$ cat config.mk
export PLATFORM = sky130hd
export DESIGN_NAME = frame_pattern_gen
export DESIGN_NICKNAME = d
export VERILOG_FILES = /design/src/rtl/frame_pattern_gen_pkg.sv /design/src/rtl/frame_pattern_gen_grb_palette.sv /design/src/rtl/frame_pattern_gen.sv
export SDC_FILE = /design/constraint.sdc
export NUM_CORES = 1
export LEC_CHECK = 0
export CELL_PAD_IN_SITES_DETAIL_PLACEMENT = 2
export CELL_PAD_IN_SITES_GLOBAL_PLACEMENT = 2
export CORE_MARGIN = 1.5
export CORE_UTILIZATION = 25
export CTS_CLUSTER_SIZE = 8
export DETAILED_ROUTE_END_ITERATION = 8
export PLACE_DENSITY = 0.92
export SLEW_MARGIN = 40
export SYNTH_ARGS = -nofsm -noshare
export SYNTH_HDL_FRONTEND = slang
export SYNTH_SLANG_ARGS = --single-unit
$ cat constraint.sdc
create_clock -name clk -period 2.3 [get_ports clk]
set_clock_uncertainty 0.1 [all_clocks]
set_input_delay 0.575 -clock clk [delete_from_list [all_inputs] [get_ports clk]]
set_output_delay 0.575 -clock clk [all_outputs]
set_load 0.1 [all_outputs]
$ cat src/rtl/frame_pattern_gen_pkg.sv
// Shared definitions for the LED frame pattern generator: pattern modes,
// palette indices, full-scale GRB words and default geometry.
package frame_pattern_gen_pkg;

  // Frame geometry and brightness defaults
  localparam int DEFAULT_NUM_LEDS     = 5;
  localparam int DEFAULT_BRIGHT_SHIFT = 3;
  localparam int GRB_W                = 24;

  // Pattern select encodings, sampled on each accepted step
  typedef enum logic [1:0] {
    MODE_STATIC = 2'b00,
    MODE_CHASE  = 2'b01,
    MODE_FILL   = 2'b10,
    MODE_BLINK  = 2'b11
  } mode_e;

  // Palette indices held per LED
  localparam logic [2:0] PAL_OFF     = 3'd0;
  localparam logic [2:0] PAL_RED     = 3'd1;
  localparam logic [2:0] PAL_GREEN   = 3'd2;
  localparam logic [2:0] PAL_BLUE    = 3'd3;
  localparam logic [2:0] PAL_YELLOW  = 3'd4;
  localparam logic [2:0] PAL_CYAN    = 3'd5;
  localparam logic [2:0] PAL_MAGENTA = 3'd6;
  localparam logic [2:0] PAL_WHITE   = 3'd7;

  // Full-scale colours packed as {G, R, B}
  localparam logic [23:0] GRB_OFF     = 24'h000000;
  localparam logic [23:0] GRB_RED     = 24'h00FF00;
  localparam logic [23:0] GRB_GREEN   = 24'hFF0000;
  localparam logic [23:0] GRB_BLUE    = 24'h0000FF;
  localparam logic [23:0] GRB_YELLOW  = 24'hFFFF00;
  localparam logic [23:0] GRB_CYAN    = 24'hFF00FF;
  localparam logic [23:0] GRB_MAGENTA = 24'h00FFFF;
  localparam logic [23:0] GRB_WHITE   = 24'hFFFFFF;

  // First fill colour after reset and after each fill wrap past white
  localparam logic [2:0] FILL_FIRST_COLOR = PAL_RED;

  // Full-scale GRB word for a palette index
  function automatic logic [23:0] palette_grb(input logic [2:0] idx);
    logic [23:0] word;
    case (idx)
      PAL_RED:     word = GRB_RED;
      PAL_GREEN:   word = GRB_GREEN;
      PAL_BLUE:    word = GRB_BLUE;
      PAL_YELLOW:  word = GRB_YELLOW;
      PAL_CYAN:    word = GRB_CYAN;
      PAL_MAGENTA: word = GRB_MAGENTA;
      PAL_WHITE:   word = GRB_WHITE;
      default:     word = GRB_OFF;
    endcase
    return word;
  endfunction

  // Next fill colour: cycles 1..7 and never lands on off
  function automatic logic [2:0] next_fill_color(input logic [2:0] color);
    return (color == PAL_WHITE) ? FILL_FIRST_COLOR : color + 3'd1;
  endfunction

endpackage

$ cat src/rtl/frame_pattern_gen_grb_palette.sv
// Maps one LED's palette index to its dimmed 24-bit GRB word. Each channel
// is the full-scale value shifted right by BRIGHT_SHIFT, zero-filled.
module grb_palette
  import frame_pattern_gen_pkg::*;
#(
  parameter int BRIGHT_SHIFT = DEFAULT_BRIGHT_SHIFT
) (
  input  logic [2:0]  idx,
  output logic [23:0] grb
);

  logic [23:0] full;
  logic [7:0]  ch_g;
  logic [7:0]  ch_r;
  logic [7:0]  ch_b;

  // Look up the full-scale colour and dim each channel independently
  always_comb begin
    full = palette_grb(idx);
    ch_g = full[23:16] >> BRIGHT_SHIFT;
    ch_r = full[15:8]  >> BRIGHT_SHIFT;
    ch_b = full[7:0]   >> BRIGHT_SHIFT;
    grb  = {ch_g, ch_r, ch_b};
  end

endmodule

$ cat src/rtl/frame_pattern_gen.sv
// LED frame pattern generator. Holds a palette index per LED, advances the
// pattern once per accepted step, and registers the resulting GRB frame one
// clock later.
//
// Handshake: Cycle is a one-clock pulse from the send controller. A step is
// accepted on any edge where Cycle=1 and Running=1 (Running as it was before
// any coincident Go toggle). The accepting edge updates the pattern and drops
// FrameValid; the first following edge without another step loads GRBSeq and
// raises FrameValid. GRBSeq never changes except on that loading edge, so a
// consumer may use it whenever FrameValid=1.
module frame_pattern_gen
  import frame_pattern_gen_pkg::*;
#(
  parameter int NUM_LEDS     = DEFAULT_NUM_LEDS,
  parameter int BRIGHT_SHIFT = DEFAULT_BRIGHT_SHIFT
) (
  input  logic                      clk,
  input  logic                      reset,
  input  logic                      Go,
  input  logic                      Cycle,
  input  logic [1:0]                mode,
  output logic [GRB_W*NUM_LEDS-1:0] GRBSeq,
  output logic                      FrameValid,
  output logic [7:0]                StepCount,
  output logic                      Running
);

  localparam int POS_W   = (NUM_LEDS > 1) ? $clog2(NUM_LEDS) : 1;
  localparam int FRAME_W = GRB_W * NUM_LEDS;

  // Go synchroniser and edge detector
  logic go_sync1;
  logic go_sync2;
  logic go_last;
  logic go_rise;

  // Pattern state
  logic [2:0]       idx [NUM_LEDS];
  logic [POS_W-1:0] fill_pos;
  logic [2:0]       fill_color;
  logic             blank;

  // Step decode and fill look-ahead
  logic             step;
  mode_e            step_mode;
  logic [POS_W-1:0] fill_pos_nxt;
  logic [2:0]       fill_color_nxt;

  // Frame build
  logic [23:0]        grb_word [NUM_LEDS];
  logic [FRAME_W-1:0] frame_next;
  logic               pending;

  // Bring the asynchronous Go button into the clock domain
  always_ff @(posedge clk or posedge reset) begin
    if (reset) begin
      go_sync1 <= 1'b0;
      go_sync2 <= 1'b0;
      go_last  <= 1'b0;
    end else begin
      go_sync1 <= Go;
      go_sync2 <= go_sync1;
      go_last  <= go_sync2;
    end
  end

  assign go_rise = go_sync2 & ~go_last;

  // Each Go press flips the run state
  always_ff @(posedge clk or posedge reset) begin
    if (reset) begin
      Running <= 1'b0;
    end else if (go_rise) begin
      Running <= ~Running;
    end
  end

  // Step uses the registered run state, so a coincident Go toggle only
  // affects later steps
  assign step      = Cycle & Running;
  assign step_mode = mode_e'(mode);

  // Position and colour a fill step would move to
  always_comb begin
    fill_pos_nxt   = fill_pos;
    fill_color_nxt = fill_color;
    if (fill_pos == POS_W'(NUM_LEDS - 1)) begin
      fill_pos_nxt   = '0;
      fill_color_nxt = next_fill_color(fill_color);
    end else begin
      fill_pos_nxt   = fill_pos + POS_W'(1);
    end
  end

  // Advance the pattern state on each accepted step
  always_ff @(posedge clk or posedge reset) begin
    if (reset) begin
      for (int i = 0; i < NUM_LEDS; i++) begin
        idx[i] <= 3'(i + 1);
      end
      fill_pos   <= '0;
      fill_color <= FILL_FIRST_COLOR;
      blank      <= 1'b0;
      StepCount  <= 8'd0;
    end else if (step) begin
      StepCount <= StepCount + 8'd1;
      blank     <= (step_mode == MODE_BLINK) ? ~blank : 1'b0;
      case (step_mode)
        MODE_CHASE: begin
          for (int i = 0; i < NUM_LEDS; i++) begin
            idx[i] <= idx[(i + 1) % NUM_LEDS];
          end
        end
        MODE_FILL: begin
          fill_pos   <= fill_pos_nxt;
          fill_color <= fill_color_nxt;
          for (int i = 0; i < NUM_LEDS; i++) begin
            idx[i] <= (i <= int'(fill_pos_nxt)) ? fill_color_nxt : PAL_OFF;
          end
        end
        default: begin
          // Static and blink keep the indices as they are
        end
      endcase
    end
  end

  // One dimmed colour word per LED
  for (genvar g = 0; g < NUM_LEDS; g++) begin : g_led
    grb_palette #(
      .BRIGHT_SHIFT(BRIGHT_SHIFT)
    ) u_palette (
      .idx(idx[g]),
      .grb(grb_word[g])
    );
  end

  // Pack LED0 into the most significant word; blank overrides all colours
  always_comb begin
    frame_next = '0;
    for (int i = 0; i < NUM_LEDS; i++) begin
      frame_next[GRB_W*(NUM_LEDS-1-i) +: GRB_W] = blank ? GRB_OFF : grb_word[i];
    end
  end

  // Register the frame one edge after the last step of a burst
  always_ff @(posedge clk or posedge reset) begin
    if (reset) begin
      GRBSeq     <= '0;
      FrameValid <= 1'b0;
      pending    <= 1'b1;
    end else if (step) begin
      FrameValid <= 1'b0;
      pending    <= 1'b1;
    end else if (pending) begin
      GRBSeq     <= frame_next;
      FrameValid <= 1'b1;
      pending    <= 1'b0;
    end
  end

endmodule

==> out/metrics.cfg <==
[global_routing]
grt.total_usage_pct = 11.4
grt_busiest_layer = met2
grt_use_met2_pct = 20.5
grt_pass1_wl_um = 11800
use_met3_pct = 2.49
grt_pass1_vias = 2207
grt_use_met1_pct = 13.3
antenna_found_initial = 0
grt_max_degree = 52
overflow = 0

[sta]
fin_crit_sh_pct = 87.2
worst_slew_pin_slew_ps = 639
hold_viol = 0
finalSetupViolations = 0
max_freq_ghz = 0.498
rsz0062_at_grt = false
fin_ws_ps = 294
period_needed_ps = 2010
max_slew_margin_pct = 57.3
maxSlewViolCount = 0

[drt]
first_pass_iters = 4
antenna_left = 0
vias_per_cell = 4.12
vias = 2214
wl_um = 7710
drc = 0
drt_iter0_markers = 38
routedWlPerCell_um = 14.4

[setup_path]
timing.rr.end = idx[9]
crit_type = primary input to flop
arrival_ps = 2090
cp_max_fo = 6
r2r.worst_path.cells = 6
ff2ff_setup_slack_ps = 380
startpoint_type = primary input
cp-end-kind = flop
critPathRequiredTime_ps = 2380
reg2reg_from = fill_color[0]

[clock_network]
clockBufferDepth = 2
cts_tree = built
ctsResizeCount = 0
hold_buffers = 0
insertion_delay_ps = 300
cts_setup_buffers = 0
clk_pin_slew_ps = 70
cts-buffers-inserted = 5
cts-htree-levels = 2
root_buffer = clkbuf_16
clock-sinks = 51

[hold_path]
min_from = go_sync1
hold_path.class = flop to flop
hold_depth = 0
hold_end = go_sync2

[floorplan]
die_x_um = 117
die_area_mm2 = 0.0136
core_area_mm2 = 0.0126
die_h_um = 117
initial_core_util_pct = 25.6
row_count = 41
io_pins = 136

[cells_and_area]
final_util_pct = 31.4
drive_above_1_share_pct = 33.2
nets = 377
fill_cells = 1446
diodes = 0
synthToLayoutAreaGrowth_pct = 22.9

[yosys]
synthArstFlopShare_pct = 100
synth_cell_type_count = 37
synth_top_area_share_pct = 32.6
synth_area_mm2 = 0.00322
synthTopCellsByArea = dfrtp_1 (33%), buf_4 (24%), dfstp_2 (7.3%)
synth_largest_area_cell = dfrtp_1
synth_commonest_cells = buf_4 (105), dfrtp_1 (42), nor2_1 (23)
yosys.area_share.simple_pct = 11.0
synth_top_family_by_area = buffers and inverters
yosysMostFrequentCell = buf_4
ys_ff_latch = 51
synth-xor-area-share_pct = 5.16
syn_avg_cell_area_um2 = 9.74
synth_edf_count = 0
netlist_instances = 331
synth_ff_type = dfrtp_1
ys_seq_area_share_pct = 39.9
yosys_warnings = 0
synthMuxAreaShare_pct = 1.05
synth_fa_ha_area_share_pct = 4.27
synth-compound-area-share_pct = 11.6

[place]
place_ws_ps = -0.987
hpwl_um = 5870
gp_congestion = 0.776
port_buffers = 90

[job]
cap_violations = 0

[outcome]
outcome = complete, no violations

-- placed cells by master, fill, tap and decap left out, types with 2 or more instances in the layout --
cell / n
a21oi_1: 17
a22o_1: 15
a22oi_1: 9
a31oi_1: 3
buf_12: 25
buf_4: 65
clkbuf_16: 5
clkbuf_8: 2
clkdlybuf4s50_1: 5
conb_1: 45
dfrtp_1: 42
dfstp_2: 9
ha_1: 7
inv_1: 6
maj3_1: 5
mux2_2: 3
nand2_1: 19
nand2_2: 2
nand2b_1: 11
nand4_1: 5
nor2_1: 23
nor2_2: 2
nor2b_1: 2
nor3_1: 2
o21ai_0: 3
o21ai_2: 2
xnor2_1: 18
-- final cells by class --
class	count	area (um2)	share of cell area [%]
clock inverters	1	7.51	0.189
inverters	7	26.3	0.663
well taps	172	215	5.43
repair buffers	95	1040	26.2
multi-input cells	204	1240	31.2
clock buffers	7	153	3.85
flip-flops and latches	51	1290	32.5
-- critical path, cell delays in order --
cell	delay, ps
clkdlybuf4s50_1	490
ha_1	200
nand3_1	220
nor2_2	240
mux2_2	360
-- metal layers --
layer,vias up,wire length [um]
met5,-,0
met4,0,109
met3,9,548
met2,101,3910
met1,1092,3150
li1,1012,-
-- cells by family after synthesis --
group / count (synthesis)
buffers and inverters: 120
adder cells (fa/ha/maj): 12
multiplexers: 3
AND/OR/NAND/NOR: 73
flip-flops: 51
AO/OA/AOI/OAI: 52
XOR/XNOR: 19
other: 1
-- registers in the layout, summed over array words and instances (netlist names) --
| register | cells |
|---|---|
| blank | 1 |
| GRBSeq | 15 |
| Running | 1 |
| go_last | 1 |
| StepCount | 8 |
| go_sync1 | 1 |
| fill_color | 3 |
| fill_pos | 3 |
| idx | 15 |
| pending | 1 |
| FrameValid | 1 |
| go_sync2 | 1 |
-- through the flow --
| step | setup TNS (ps) | cells | hold WS [ps] | instance area (um2) |
|---|---|---|---|---|
| after floorplan | 0 | 375 | 231 | 3390 |
| after global placement | 0 | 529 | 242 | 3800 |
| after detailed placement | -0.987 | 529 | 240 | 3800 |
| after CTS | 0 | 537 | 263 | 3960 |
| after global routing | 0 | 537 | 270 | 3960 |
| final | 0 | 537 | 255 | 3960 |
-- worst max path at each step --
| stage | slack (ps) | cells past startpoint | start | endpoint |
|---|---|---|---|---|
| floorplan | 210 | 3 | Running | fill_color[1] |
| global placement | 100 | 5 | mode[1] | fill_color[2] |
| detailed placement | -1 | 5 | mode[1] | fill_color[1] |
| CTS | 300 | 5 | mode[1] | fill_color[1] |
| global route | 210 | 6 | mode[0] | fill_color[1] |
| finish | 290 | 5 | mode[1] | fill_color[1] |
Power is left out: the tool's default activity adds up to more than one toggle a clock period on the data nets, which glitch-free logic cannot reach.
